### src/rtl/booth_mult_seq.sv
`default_nettype none
// ============================================================================
//  Module   : booth_mult_seq
//  Purpose  : Radix-2 Booth sequential signed multiplier. Control FSM,
//             iteration counter and add/shift datapath in one block.
//             One Booth step (add/sub + arithmetic shift) per clock,
//             start/ready handshake, valid held until the next start.
//  Revision : 1.0 - initial release
// ============================================================================
module booth_mult_seq #(
    parameter int WIDTH = 8
) (
    input  logic                 clk,
    input  logic                 rst,
    input  logic                 start,
    input  logic [WIDTH-1:0]     multiplicand,
    input  logic [WIDTH-1:0]     multiplier,
    output logic                 ready,
    output logic                 busy,
    output logic                 valid,
    output logic [2*WIDTH-1:0]   product,
    output logic                 op_sub,
    output logic                 op_add
);

    localparam int c_CNT_W = $clog2(WIDTH + 1);

    typedef enum logic [1:0] {
        S_IDLE = 2'd0,
        S_CALC = 2'd1,
        S_DONE = 2'd2
    } state_t;

    state_t               r_state;
    state_t               w_state_nxt;

    // A and M carry one extra sign bit so that subtracting M = -2^(WIDTH-1)
    // can never overflow the accumulator.
    logic [WIDTH:0]       r_a;
    logic [WIDTH-1:0]     r_q;
    logic                 r_q1;
    logic [WIDTH:0]       r_m;
    logic [c_CNT_W-1:0]   r_count;

    logic                 w_load;
    logic                 w_step;
    logic [WIDTH:0]       w_sum;
    logic [1:0]           w_pair;

    assign w_pair  = {r_q[0], r_q1};
    assign product = {r_a[WIDTH-1:0], r_q};

    // Booth add/subtract selected by the current {Q[0], q_1} pair
    always_comb begin
        w_sum = r_a;
        case (w_pair)
            2'b01:   w_sum = r_a + r_m;
            2'b10:   w_sum = r_a - r_m;
            default: w_sum = r_a;
        endcase
    end

    // State register
    always_ff @(posedge clk or posedge rst) begin
        if (rst) begin
            r_state <= S_IDLE;
        end else begin
            r_state <= w_state_nxt;
        end
    end

    // Next-state decode, handshake outputs and datapath controls
    always_comb begin
        w_state_nxt = r_state;
        ready       = 1'b0;
        busy        = 1'b0;
        valid       = 1'b0;
        w_load      = 1'b0;
        w_step      = 1'b0;
        op_add      = 1'b0;
        op_sub      = 1'b0;
        case (r_state)
            S_IDLE: begin
                ready = 1'b1;
                if (start) begin
                    w_load      = 1'b1;
                    w_state_nxt = S_CALC;
                end
            end
            S_CALC: begin
                busy   = 1'b1;
                w_step = 1'b1;
                op_add = (w_pair == 2'b01);
                op_sub = (w_pair == 2'b10);
                // The step that takes the counter from 1 to 0 is the last one
                if (r_count == c_CNT_W'(1)) begin
                    w_state_nxt = S_DONE;
                end
            end
            S_DONE: begin
                ready = 1'b1;
                valid = 1'b1;
                if (start) begin
                    w_load      = 1'b1;
                    w_state_nxt = S_CALC;
                end
            end
            default: begin
                w_state_nxt = S_IDLE;
            end
        endcase
    end

    // Operand load on an accepted start, otherwise one Booth step per CALC cycle
    always_ff @(posedge clk or posedge rst) begin
        if (rst) begin
            r_a     <= '0;
            r_q     <= '0;
            r_q1    <= 1'b0;
            r_m     <= '0;
            r_count <= '0;
        end else if (w_load) begin
            r_a     <= '0;
            r_q     <= multiplier;
            r_q1    <= 1'b0;
            r_m     <= {multiplicand[WIDTH-1], multiplicand};
            r_count <= c_CNT_W'(WIDTH);
        end else if (w_step) begin
            // Arithmetic right shift of {A, Q, q_1} applied to the new A
            r_a     <= {w_sum[WIDTH], w_sum[WIDTH:1]};
            r_q     <= {w_sum[0], r_q[WIDTH-1:1]};
            r_q1    <= r_q[0];
            r_count <= r_count - c_CNT_W'(1);
        end
    end

endmodule
`default_nettype wire

### config.mk
export PLATFORM = sky130hd
export DESIGN_NAME = booth_mult_seq
export DESIGN_NICKNAME = d
export VERILOG_FILES = /design/src/rtl/booth_mult_seq.sv
export SDC_FILE = /design/constraint.sdc
export NUM_CORES = 1
export LEC_CHECK = 0
export CAP_MARGIN = 20
export CORE_MARGIN = 1.5
export CORE_UTILIZATION = 51
export DETAILED_ROUTE_END_ITERATION = 6
export PLACE_DENSITY_LB_ADDON = 0.15
export SLEW_MARGIN = 20
export SYNTH_ARGS = -nofsm -noshare
export SYNTH_HDL_FRONTEND = slang
export SYNTH_SLANG_ARGS = --single-unit
### constraint.sdc
create_clock -name clk -period 2.84 [get_ports clk]
set_input_delay 0.568 -clock clk [delete_from_list [all_inputs] [get_ports clk]]
set_output_delay 0.568 -clock clk [all_outputs]
set_load 0.02 [all_outputs]
==> results.tsv, run 1 <==
metric	value	unit
crit_chain	inv_1, ha_1, mux2_1, fa_1, nand2b_1, a21oi_2, o21ai_1, xor2_1, o311ai_2, o41ai_1	
area_delta_synth_final	30.0	%
layout.cells.non_filler	309	
gp_congestion	0.875	
min_period	2.63	ns
drc_errors	0	
wl_per_cell	13.0	µm
drv_slew	0	
cts_tree	yes	
antenna_left	0	
first_iter_violations	138	
die_x	63.9	µm
placed_cell_area	0.00234	mm²
ff2ff_setup_slack	0.21	ns
max_clock_freq	0.380	GHz
htreeDepth	2	
fin_nets	295	
start_util	54.9	%
ys_seq_area_share	41.1	%
path_delay_family	adder cells	
vias	1633	
crit_required	3.00	ns
worstHoldPathType	register to register	
crit_path_end_kind	register	
drv_cap	0	
die_area	0.00408	mm²
clkSlewWorstSetupHoldPaths	0.07	ns
fp.coreArea	0.00344	mm²
dr.pass1.iters	5	
critical_path_class	register to register	
status	finished clean	
worst_slew_pin_slew	0.386	ns
max_stage_delay	0.43	ns
postSynthCellCount	219	
postLayoutCellArea	0.00246	mm²
antenna_found_initial	0	
multi_input_area	0.00102	mm²
die_h	63.9	µm
hold_viol	0	
io_pins	40	
ctsResizeCount	0	
avgViaCountPerCell	5.28	
synth-seq-cells	31	
port_buffers	39	
synth_nets	252	
nFillCells	284	
grt_pass1_wl	7.01	mm
regArea	776	µm²
cp_slowest_cell	fa_1	
rows	21	
utilization	71.4	%
relSlewSlack	74.2	%
root_buffer	clkbuf_8	
rsz0062_at_grt	no	
crit_buf_inv	1	
insertedDiodeCount	0	
arrival	2.79	ns
clk_latency	0.29	ns
ys_types	39	
drt_wl_total	4.02	mm
drive_gt1_share	7.98	%
cts_made_buffers	5	
setup_tns	0	ns
cts_sinks	31	
placedCellCount	301	
final-setup-viol-count	0	
ys_warn_count	0	
grt_max_degree	32	
finClkSkew	0.00727	ns
holdBufCountCts	0	
cts_setup_buffers	0	
crit_fanout	4	
synth_area_per_cell	8.63	µm²
setup.worst_path.start_class	register	
clk_path_buf_depth	2	
final.period_utilization	92.7	%
dp_hpwl	2.93	mm
grt.overflow.total	0	
synth_area	0.00189	mm²
grt_pass1_vias	1513	
grt_usage	22.3	%
==> state kept, by name, summed over array words and instances (netlist names) <==
signal / count
r_q1: 1
r_q: 8
r_m: 8
r_state: 2
r_a: 8
r_count: 4
==> cell type report <==
class | count | share of cell area (%)
Clock buffer | 6 | 3.36
Clock inverter | 2 | 1.43
Inverter | 15 | 2.29
Multi-Input combinational cell | 165 | 41.6
Sequential cell | 31 | 31.6
Tap cell | 46 | 2.34
Timing Repair Buffer | 44 | 17.4
==> routing by layer <==
metal / part of all wire, % / up-vias / wire, µm / GRT usage, %
met2: 46 / 45 / 1830 / 34.9
li1: - / 835 / - / -
met3: 6.1 / 4 / 244 / 6.87
met5: 0 / - / 0 / 0
met1: 47 / 749 / 1900 / 29.6
met4: 0.95 / 0 / 38 / 6.52
==> synth_stat cells <==
library cell  instances  area share [%]
or3_1                 2            0.66
a221o_1               1            0.53
nor2_1               17             3.4
xor2_1                3             1.4
inv_1                13             2.6
clkbuf_1              1            0.20
buf_1                 2            0.40
inv_2                 2            0.40
ha_1                 13             8.6
nand2_1              45             8.9
nand3_1               4             1.1
nor4_1                1            0.33
a31oi_1               8             2.6
a311oi_1              1            0.46
mux2i_1               3             1.6
nand2b_1              3            0.99
mux2_1                1            0.60
a21oi_2               2            0.93
a211oi_2              1            0.66
a22o_1                1            0.46
a211oi_1              1            0.40
o41ai_1               1            0.46
o21ai_1              16             4.2
a21oi_1               8             2.1
dfrtp_1              31              41
nor2b_1               4             1.3
fa_1                  1             1.1
buf_2                 5             1.3
xnor2_1               8             3.7
nor3b_2               1            0.66
nor2_2                1            0.33
a22oi_1               4             1.6
and2_1                3            0.99
nor3b_1               1            0.40
o311ai_2              1            0.86
and3_1                2            0.66
o21a_1                1            0.40
o21ai_0               2            0.53
nor3_1                4             1.1
==> path summary, 6_finish.rpt <==
check                                    from                 end  cells past startpoint
setup / recovery           r_m[0]$_DFFE_PP0P_  r_a[7]$_DFFE_PP0P_                     10
hold / removal             r_q[2]$_DFFE_PP0P_  r_q[2]$_DFFE_PP0P_                      2
setup reg to reg           r_m[0]$_DFFE_PP0P_  r_a[7]$_DFFE_PP0P_                     10
hold reg to reg            r_q[2]$_DFFE_PP0P_  r_q[2]$_DFFE_PP0P_                      2
max in group asynchronous                 rst  r_a[5]$_DFFE_PP0P_                      3
min in group asynchronous                 rst  r_a[1]$_DFFE_PP0P_                      3
==> logic make-up (layout without fill, tap and decap cells) <==
kind of cell | count (synthesis) | after routing | synth area share [%]
adders and majority gates | 14 | 14 | 9.67
buffers and inverters | 23 | 67 | 4.90
AOI/OAI and AO/OA | 48 | 48 | 16.3
DFF | 31 | 31 | 41.1
muxes | 4 | 4 | 2.19
xor gates and xnor gates | 11 | 11 | 5.10
and+or+nand+nor | 88 | 88 | 20.8
==> layout by cell type (no fill, tap or decap), types with 2 or more instances in the layout <==
cell             count
nand2_1             45
inv_1               13
or3_1                2
nand3_1              4
o21ai_0              2
xnor2_1              8
inv_2                2
clkbuf_8             6
a31oi_1              8
ha_1                13
o21ai_1             16
nor2b_1              4
mux2i_1              3
and3_1               2
a21oi_1              8
xor2_1               3
a22oi_1              4
nor3_1               4
clkdlybuf4s50_1     39
and2_1               3
dfrtp_1             31
nor2_1              17
buf_4                5
a21oi_2              2
nand2b_1             3
==> through the flow <==
stage | hold WS, ns | setup WS (ns)
finish | 0.507 | 0.207
global route | 0.541 | 0.0135
CTS | 0.511 | 0.202
detailed placement | 0.495 | 0.225
global placement | 0.488 | 0.308
floorplan | 0.478 | 0.217
==> worst min-delay path: stages, from the launching register on <==
cell     delay (ns)
dfrtp_1        0.37
nand2_1        0.05
nand2_1        0.06
Power of run 1 is left out: the tool's default activity adds up to more than one toggle a clock period on the data nets, which glitch-free logic cannot reach.
==> inputs of run 2 (changes only) <==
--- a/config.mk
+++ b/config.mk
@@ -8,6 +8,7 @@
 export CAP_MARGIN = 20
 export CORE_MARGIN = 1.5
 export CORE_UTILIZATION = 51
+export CTS_CLUSTER_DIAMETER = 60
 export DETAILED_ROUTE_END_ITERATION = 6
 export PLACE_DENSITY_LB_ADDON = 0.15
 export SLEW_MARGIN = 20
==> results of run 2 <==
No change in the layout: final DEF, timing and power equal those of run 1.
Power of run 2 is left out for the same reason.
==> inputs of run 3 (changes only) <==
--- a/config.mk
+++ b/config.mk
@@ -5,6 +5,7 @@
 export SDC_FILE = /design/constraint.sdc
 export NUM_CORES = 1
 export LEC_CHECK = 0
+export ABC_AREA = 0
 export CAP_MARGIN = 20
 export CORE_MARGIN = 1.5
 export CORE_UTILIZATION = 51
==> results of run 3 <==
No change in the layout: final DEF, timing and power equal those of run 1.
Power of run 3 is left out for the same reason.
